**src/rtl/uart_word_ctrl_pkg.sv**
```systemverilog
// Shared definitions for the UART word controller: register offsets,
// STATUS bit positions, TX sequencer states and the UART baud constant.
package uart_pkg;

  localparam logic [31:0] OFS_TXDATA = 32'h0000_0000;
  localparam logic [31:0] OFS_RXDATA = 32'h0000_0004;
  localparam logic [31:0] OFS_STATUS = 32'h0000_0008;

  localparam int unsigned ST_TX_EMPTY  = 0;
  localparam int unsigned ST_RX_FULL   = 1;
  localparam int unsigned ST_TX_OVR    = 2;
  localparam int unsigned ST_RX_OVR    = 3;
  localparam int unsigned ST_RX_TMO    = 4;
  localparam int unsigned ST_IRQ_EN_RX = 8;
  localparam int unsigned ST_IRQ_EN_TX = 9;

  // Clock cycles per UART bit, shared with the bit-level core.
  localparam int unsigned DELAY_FRAMES = 234;

  typedef enum logic [2:0] {
    TX_IDLE,
    TX_LOAD,
    TX_START,
    TX_WAIT_HI,
    TX_WAIT_LO
  } tx_state_t;

endpackage

```
**src/rtl/uart_word_ctrl_if.sv**
```systemverilog
// CPU bus port of the UART word controller.
interface uart_word_ctrl_if;
  logic        write_enable;
  logic        read_enable;
  logic [31:0] address;
  logic [31:0] data_in;
  logic [31:0] data_out;

  modport master (
    output write_enable, read_enable, address, data_in,
    input  data_out
  );

  modport slave (
    input  write_enable, read_enable, address, data_in,
    output data_out
  );
endinterface

```
**src/rtl/uart_word_ctrl_rx_asm.sv**
```systemverilog
// Receive-side word assembler: collects four bytes MSB-first into RXDATA.
// Optional macro UART_WORD_CTRL_RX_TIMEOUT_EN adds a partial-word timeout.
module uart_rx_word_asm #(
  parameter int unsigned RX_TIMEOUT = 2340
) (
  input  logic        clk,
  input  logic        reset,
  input  logic [7:0]  rx_byte,
  input  logic        rx_valid,
  input  logic        rd_rxdata,
  input  logic        clr_overrun,
`ifdef UART_WORD_CTRL_RX_TIMEOUT_EN
  input  logic        clr_timeout,
  output logic        rx_timeout,
`endif
  output logic [31:0] rx_word,
  output logic        rx_full,
  output logic        rx_overrun
);

  if (RX_TIMEOUT == 0) begin : g_bad_timeout
    $error("RX_TIMEOUT must be nonzero");
  end

  logic [31:0] shift_q;
  logic [1:0]  count_q;
  logic        word_done;
  logic [31:0] word_nxt;
  logic        discard;

  assign word_done = rx_valid && (count_q == 2'd3);
  assign word_nxt  = {shift_q[23:0], rx_byte};

`ifdef UART_WORD_CTRL_RX_TIMEOUT_EN
  logic [31:0] idle_q;

  assign discard = !rx_valid && (count_q != 2'd0) && (idle_q == RX_TIMEOUT);

  // Idle counter for a partially assembled word, plus sticky timeout flag.
  always_ff @(posedge clk) begin
    if (reset) begin
      idle_q     <= '0;
      rx_timeout <= 1'b0;
    end else begin
      if (rx_valid || count_q == 2'd0 || discard) idle_q <= '0;
      else                                        idle_q <= idle_q + 32'd1;
      if (discard)          rx_timeout <= 1'b1;
      else if (clr_timeout) rx_timeout <= 1'b0;
    end
  end
`else
  assign discard = 1'b0;
`endif

  // Byte shifting, word hand-off to RXDATA, rx_full and overrun tracking.
  always_ff @(posedge clk) begin
    if (reset) begin
      shift_q    <= '0;
      count_q    <= '0;
      rx_word    <= '0;
      rx_full    <= 1'b0;
      rx_overrun <= 1'b0;
    end else begin
      if (discard) begin
        shift_q <= '0;
        count_q <= '0;
      end else if (rx_valid) begin
        shift_q <= word_nxt;
        count_q <= count_q + 2'd1;
      end
      // A read in the completion cycle frees the slot, so the new word lands.
      if (word_done && rx_full && !rd_rxdata) begin
        rx_overrun <= 1'b1;
      end else begin
        if (clr_overrun) rx_overrun <= 1'b0;
        if (word_done) begin
          rx_word <= word_nxt;
          rx_full <= 1'b1;
        end else if (rd_rxdata) begin
          rx_full <= 1'b0;
        end
      end
    end
  end

endmodule

```
**src/rtl/uart_word_ctrl.sv**
```systemverilog
// UART word controller: bus register block, TX word sequencer and RX
// word assembly. Optional macro: UART_WORD_CTRL_RX_TIMEOUT_EN.
module uart_word_ctrl
  import uart_pkg::*;
#(
  parameter logic [31:0] BASE_ADDR  = 32'h0000_1000,
  parameter int unsigned RX_TIMEOUT = 2340
) (
  input  logic             clk,
  input  logic             reset,
  uart_word_ctrl_if.slave  bus,
  output logic [7:0]       tx_byte,
  output logic             tx_start,
  input  logic             tx_busy,
  input  logic [7:0]       rx_byte,
  input  logic             rx_valid,
  output logic             irq
);

  tx_state_t   state_q, state_nxt;
  logic [31:0] tx_word_q;
  logic [1:0]  idx_q;
  logic        tx_overrun_q;
  logic        irq_en_rx_q, irq_en_tx_q;

  logic        hit_tx, hit_rx, hit_st;
  logic        wr_tx, wr_st, rd_rx;
  logic        tx_empty;
  logic [31:0] rx_word;
  logic        rx_full, rx_overrun, rx_timeout;
  logic [31:0] status;

  assign hit_tx = (bus.address == BASE_ADDR + OFS_TXDATA);
  assign hit_rx = (bus.address == BASE_ADDR + OFS_RXDATA);
  assign hit_st = (bus.address == BASE_ADDR + OFS_STATUS);
  assign wr_tx  = bus.write_enable && hit_tx;
  assign wr_st  = bus.write_enable && hit_st;
  assign rd_rx  = bus.read_enable && hit_rx;

  assign tx_empty = (state_q == TX_IDLE);

  // TX sequencer state register.
  always_ff @(posedge clk) begin
    if (reset) state_q <= TX_IDLE;
    else       state_q <= state_nxt;
  end

  // TX sequencer next state and start strobe.
  always_comb begin
    state_nxt = state_q;
    tx_start  = 1'b0;
    unique case (state_q)
      TX_IDLE:    if (wr_tx) state_nxt = TX_LOAD;
      TX_LOAD:    state_nxt = TX_START;
      TX_START: begin
        tx_start  = 1'b1;
        state_nxt = TX_WAIT_HI;
      end
      TX_WAIT_HI: if (tx_busy) state_nxt = TX_WAIT_LO;
      TX_WAIT_LO: if (!tx_busy) state_nxt = (idx_q == 2'd3) ? TX_IDLE : TX_LOAD;
      default:    state_nxt = TX_IDLE;
    endcase
  end

  // TX datapath: word latch, byte index, byte select and overrun flag.
  always_ff @(posedge clk) begin
    if (reset) begin
      tx_word_q    <= '0;
      idx_q        <= '0;
      tx_byte      <= '0;
      tx_overrun_q <= 1'b0;
    end else begin
      if (wr_tx && tx_empty) begin
        tx_word_q <= bus.data_in;
        idx_q     <= '0;
      end
      if (state_q == TX_LOAD)
        tx_byte <= tx_word_q[(5'd31 - {idx_q, 3'b000}) -: 8];
      if (state_q == TX_WAIT_LO && !tx_busy && idx_q != 2'd3)
        idx_q <= idx_q + 2'd1;
      if (wr_tx && !tx_empty)            tx_overrun_q <= 1'b1;
      else if (wr_st && bus.data_in[ST_TX_OVR]) tx_overrun_q <= 1'b0;
    end
  end

  // Interrupt enable bits, written directly through STATUS.
  always_ff @(posedge clk) begin
    if (reset) begin
      irq_en_rx_q <= 1'b0;
      irq_en_tx_q <= 1'b0;
    end else if (wr_st) begin
      irq_en_rx_q <= bus.data_in[ST_IRQ_EN_RX];
      irq_en_tx_q <= bus.data_in[ST_IRQ_EN_TX];
    end
  end

  uart_rx_word_asm #(
    .RX_TIMEOUT (RX_TIMEOUT)
  ) u_rx_asm (
    .clk         (clk),
    .reset       (reset),
    .rx_byte     (rx_byte),
    .rx_valid    (rx_valid),
    .rd_rxdata   (rd_rx),
    .clr_overrun (wr_st && bus.data_in[ST_RX_OVR]),
`ifdef UART_WORD_CTRL_RX_TIMEOUT_EN
    .clr_timeout (wr_st && bus.data_in[ST_RX_TMO]),
    .rx_timeout  (rx_timeout),
`endif
    .rx_word     (rx_word),
    .rx_full     (rx_full),
    .rx_overrun  (rx_overrun)
  );

`ifndef UART_WORD_CTRL_RX_TIMEOUT_EN
  assign rx_timeout = 1'b0;
`endif

  // STATUS register image.
  always_comb begin
    status               = '0;
    status[ST_TX_EMPTY]  = tx_empty;
    status[ST_RX_FULL]   = rx_full;
    status[ST_TX_OVR]    = tx_overrun_q;
    status[ST_RX_OVR]    = rx_overrun;
    status[ST_RX_TMO]    = rx_timeout;
    status[ST_IRQ_EN_RX] = irq_en_rx_q;
    status[ST_IRQ_EN_TX] = irq_en_tx_q;
  end

  // Registered read port; zero whenever no decoded read is in progress.
  always_ff @(posedge clk) begin
    if (reset)                             bus.data_out <= '0;
    else if (bus.read_enable && hit_rx)    bus.data_out <= rx_word;
    else if (bus.read_enable && hit_st)    bus.data_out <= status;
    else                                   bus.data_out <= '0;
  end

  assign irq = (rx_full && irq_en_rx_q) || (tx_empty && irq_en_tx_q);

endmodule

```
**src/flat_wrapper.sv**
```systemverilog
// flat-port wrapper written by rule: the top's interface ports become plain ports
module uart_word_ctrl_flat import uart_pkg::*;
#(
  parameter logic [31:0] BASE_ADDR  = 32'h0000_1000,
  parameter int unsigned RX_TIMEOUT = 2340
)
  (clk, reset, tx_byte, tx_start, tx_busy, rx_byte, rx_valid, irq, bus_write_enable, bus_read_enable, bus_address, bus_data_in, bus_data_out);
  uart_word_ctrl_if bus_i ();
  input  logic clk;
  input  logic reset;
  output logic [7:0] tx_byte;
  output logic tx_start;
  input  logic tx_busy;
  input  logic [7:0] rx_byte;
  input  logic rx_valid;
  output logic irq;
  input wire logic [$bits(bus_i.write_enable)-1:0] bus_write_enable;
  input wire logic [$bits(bus_i.read_enable)-1:0] bus_read_enable;
  input wire logic [$bits(bus_i.address)-1:0] bus_address;
  input wire logic [$bits(bus_i.data_in)-1:0] bus_data_in;
  output wire logic [$bits(bus_i.data_out)-1:0] bus_data_out;
  assign bus_i.write_enable = bus_write_enable;
  assign bus_i.read_enable = bus_read_enable;
  assign bus_i.address = bus_address;
  assign bus_i.data_in = bus_data_in;
  assign bus_data_out = bus_i.data_out;
  uart_word_ctrl #(.BASE_ADDR(BASE_ADDR), .RX_TIMEOUT(RX_TIMEOUT)) u_core (.clk(clk), .reset(reset), .bus(bus_i), .tx_byte(tx_byte), .tx_start(tx_start), .tx_busy(tx_busy), .rx_byte(rx_byte), .rx_valid(rx_valid), .irq(irq));
endmodule
```
**config.mk**
```make
export PLATFORM = sky130hd
export DESIGN_NAME = uart_word_ctrl_flat
export DESIGN_NICKNAME = d
export VERILOG_FILES = /design/src/rtl/uart_word_ctrl_pkg.sv /design/src/rtl/uart_word_ctrl_if.sv /design/src/rtl/uart_word_ctrl_rx_asm.sv /design/src/rtl/uart_word_ctrl.sv /design/src/flat_wrapper.sv
export SDC_FILE = /design/constraint.sdc
export NUM_CORES = 1
export LEC_CHECK = 0
export CORE_MARGIN = 3
export CORE_UTILIZATION = 51
export CTS_BUF_LIST = sky130_fd_sc_hd__clkbuf_16
export DETAILED_ROUTE_END_ITERATION = 6
export GPL_TIMING_DRIVEN = 0
export HOLD_SLACK_MARGIN = 0.03
export PLACE_DENSITY = 0.9
export SLEW_MARGIN = 20
export SYNTH_ARGS = -nofsm -noshare
export SYNTH_HDL_FRONTEND = slang
export SYNTH_SLANG_ARGS = --single-unit
```
**constraint.sdc**
```tcl
create_clock -name clk -period 1.95 [get_ports clk]
set_input_delay 0.2925 -clock clk [delete_from_list [all_inputs] [get_ports clk]]
set_output_delay 0.2925 -clock clk [all_outputs]
set_load 0.03 [all_outputs]
```
==> impl_results.md, run 1 <==
- Status: finished with violations
- Violations in the final reports: negative setup slack
- Simple-Gate Fraction of Synth Area: 24.9%
- Routed via count: 4733
- Clock Pin Slew Worst Setup and Hold Paths: 0.06 ns
- Buffers on Ports: 118
- RR Startpoint: u_core.state_q[2]
- Count of cell types in the netlist: 39
- Global-route wire length before repair: 23300 um
- Root Driver: clkbuf_16
- Worst R2R End: u_core.tx_word_q[9]
- TritonCTS clock tree: built
- Register area share after synthesis: 48.2%
- IO Pins: 120
- Post-Place Cells: 817
- Drt pass-1 iters: 5
- Area share of xor/xnor cells in the synthesized design: 0.151%
- Starting Density: 52.9%
- Hold Crit Class: primary input to flop
- Via/cell ratio: 5.47
- Max stage delay on crit path: 0.45 ns
- Register-to-register setup slack: 0.08 ns
- Die Area: 12700 um2
- Global route overflow: 0
- Gr usage total: 23.0%
- Maximum clock rate: 486 MHz
- Drc violations: 0
- Clk Latency, worst-skew pair: 0.42 ns
- Final setup viols: 46
- Die width: 113 um
- Register area: 2800 um2
- Post-DP HPWL: 10300 um
- CP dominant cell by count: buf_12
- Final Skew: 0.00687 ns
- Final Hold Fails: 0
- Post-synthesis cell area: 5810 um2
- Adder-Cell Fraction of Synth Area: 0.431%
- Fraction of layout cells with a size suffix above 1: 13.0%
- Multi-input gate area: 2890 um2
- Relative slew slack: 50.3%
- Hold Path Cell Cnt: 3
- Inserted Diodes: 0
- Area fraction in compound gates after synthesis: 3.79%
- Clock buffer count from CTS: 17
- Syn-to-layout area delta: 41.9%
- Yosys warns: 0
- Crit start category: primary input
- Largest family of logic cells by synthesized area: simple AND/OR/NAND/NOR gates
- Worst-margin pin slew: 0.746 ns
- Largest net degree at the start of global routing: 17
- Antenna-violating nets left: 0
- Post-synthesis mux area share: 18.4%
- CP Capture Type: flop
- Layout fillers: 672
- Slew Viols, Final: 0
- Final GP Congestion: 0.815
- Worst-case reg-to-reg path depth: 7
- Tcrit/Tclk final: 105%
- WP data arrival: 2.39 ns
- Initial antenna violation count: 0
- CTS max path bufs: 2
- VDD IR max: 0.544 mV
- CTS Sinks: 140
- Tmin final: 2.06 ns
- Seq cells post-synth: 140
- Area leader, netlist: dfxtp_1
- Setup TNS Final: -1.38 ns
- Mapped Nets: 639
- Core area: 11000 um2
- Vias in the first global route: 4774
- CTS H-tree lvls: 4
- Largest cells by area after synthesis: dfxtp_1, mux2i_1, nand2b_1, mux4_2, and2_1
- DRT Wirelength: 16000 um
- Share of the synthesized area in the top cell type: 48.2%
- Data required time of the worst path: 2.28 ns
- Floorplan die height: 113 um
- Worst Setup Slack, final: -0.106 ns
- Pwr/cell area: 829 nW/um2
- Post-Layout Cell Count: 865
- Max-cap violations: 0
- Leakage: 3.07 nW
- Nets: 793
- Crit-path slowest cell: clkdlybuf4s50_1
- Mapped Cells: 559
- Worst Path Max Fanout: 10
- Rows: 38
- Routed length per instance: 18.5 um
- Hold_sp: rx_valid
- Critical Path, Cell by Cell: clkdlybuf4s50_1 > nor4b_2 > nand4_1 > buf_6 > o32ai_4 > buf_12 > buf_12 > mux2i_1
- Setup CP Type: primary input to flop
- Drt first-iter violations: 320
- Mean Syn Cell Area: 10.4 um2
- WHS Endpoint: u_core.u_rx_asm.shift_q[3]
flip-flops by register name, indices dropped and copies added, names as in the netlist, 2 cells and up:
register,count
u_core.u_rx_asm.count_q,2
u_core.u_rx_asm.rx_word,32
u_core.idx_q,2
u_core.state_q,3
u_core.u_rx_asm.shift_q,24
u_core.tx_word_q,32
u_core.tx_byte,8
u_core.bus.data_out,32
placed cells by master (no fill, tap or decap), types with 12 or more instances in the layout:
cell             synthesis  final
a21oi_1                 14     14
dlymetal6s2s_1           0     12
clkdlybuf4s50_1          0    104
dfxtp_1                140    139
and2_1                  27     27
buf_4                    1     13
mux2i_1                 89     86
nand2_1                 22     22
nor2_1                  31     31
nand2b_1               131    131
clkbuf_1                26     18
clkbuf_16                0     23
through the flow:
stage | power, mW | setup WS (ns) | util [%] | hold slack [ns] | cell area [um2]
4_1_cts | 6.78 | -0.0546 | 71.8 | 0.318 | 7880
2_1_floorplan | 3.19 | 0.163 | - | 0.431 | 5810
3_5_place_dp | 3.43 | -0.712 | 65.3 | 0.444 | 7170
5_1_grt | 6.99 | -0.132 | 75.1 | 0.351 | 8240
6_report | 6.83 | -0.106 | 75.1 | 0.347 | 8240
3_3_place_gp | 3.42 | -0.673 | 65.3 | 0.442 | 7170
how the worst max path moves through the flow:
stage                                  from                     endpoint  slack [ns]  depth (start not counted)
final                       bus_address[15]   u_core.u_rx_asm.rx_word[3]       -0.11                          8
after floorplan             bus_address[26]  u_core.u_rx_asm.rx_word[10]        0.16                          6
after global routing        bus_address[13]   u_core.u_rx_asm.rx_word[3]       -0.13                          8
after global placement      bus_address[26]      u_core.bus.data_out[28]       -0.67                          6
after CTS                 u_core.state_q[0]                          irq       -0.05                          4
after detailed placement    bus_address[26]      u_core.bus.data_out[22]       -0.71                          6
synthesized netlist by cell type, drive strengths merged:
cell	instances
inv	4
and3	1
nor4	11
dfxtp	140
a22o	6
nand3b	2
o21ai	1
o31ai	3
nand2	22
nand4	5
nor4b	2
nor2	31
mux2i	89
a21oi	14
nor2b	2
nor3b	3
mux4	8
o31a	1
o32ai	3
o41ai	1
or4	1
clkbuf	27
and4	3
xnor2	1
and2	27
ha	2
nor3	2
or3b	1
or3	1
buf	13
a22oi	1
nand2b	131
layout make-up:
class / count / area share (%)
timing repair buffer: 137 / 17.7
clock buffer: 17 / 5.16
tap: 140 / 2.12
multi-input combinational: 375 / 35.0
clock inverter: 14 / 2.37
inverter: 4 / 0.182
sequential: 140 / 34.0
buffer: 38 / 3.38
logic make-up (layout without fill, tap and decap cells):
logic type,after synthesis,in the layout
compound gates,30,30
xor+xnor,1,1
fa+ha+maj,2,2
buf+inv,44,210
flops,140,140
mux,97,97
simple gates,245,245
report_power, final:
part / internal [mW] / switching, mW
Sequential: 2.89 / 0.0370
Clock: 2.14 / 1.27
Combinational: 0.274 / 0.221
Total: 5.30 / 1.53
layer usage:
layer / vias to the layer above / GRT usage, % / share of wire, %
met3: 49 / 5.88 / 5.6
met5: - / 0 / 0
met2: 177 / 40.0 / 51
met4: 0 / 8.73 / 3.5
met1: 2320 / 27.4 / 40
li1: 2187 / - / -
critical path: cells and delay by family:
kind                   cells  cell delay, ns
AO/OA/AOI/OAI              1            0.29
buffers and inverters      4            0.96
multiplexers               1            0.25
AND/OR/NAND/NOR            2            0.58
timing repair:
| item | in CTS | in global routing |
|---|---|---|
| pin swaps | 3 | 10 |
| setup buffers | 4 | 8 |
| cloned | 0 | 7 |
| hold buffers | 0 | 0 |
| setup endpoints to repair | 93 | 134 |
| endpoints found under the hold margin | 0 | 0 |
| gates resized for setup | 16 | 47 |
Note: power is estimated with default switching activity, not from simulation.
==> run 2: changes to the inputs <==
--- a/config.mk
+++ b/config.mk
@@ -12,7 +12,6 @@
 export GPL_TIMING_DRIVEN = 0
 export HOLD_SLACK_MARGIN = 0.03
 export PLACE_DENSITY = 0.9
-export SLEW_MARGIN = 20
 export SYNTH_ARGS = -nofsm -noshare
 export SYNTH_HDL_FRONTEND = slang
 export SYNTH_SLANG_ARGS = --single-unit
==> results of run 2 <==
The final DEF is identical to that of run 1; final timing and power are the same.
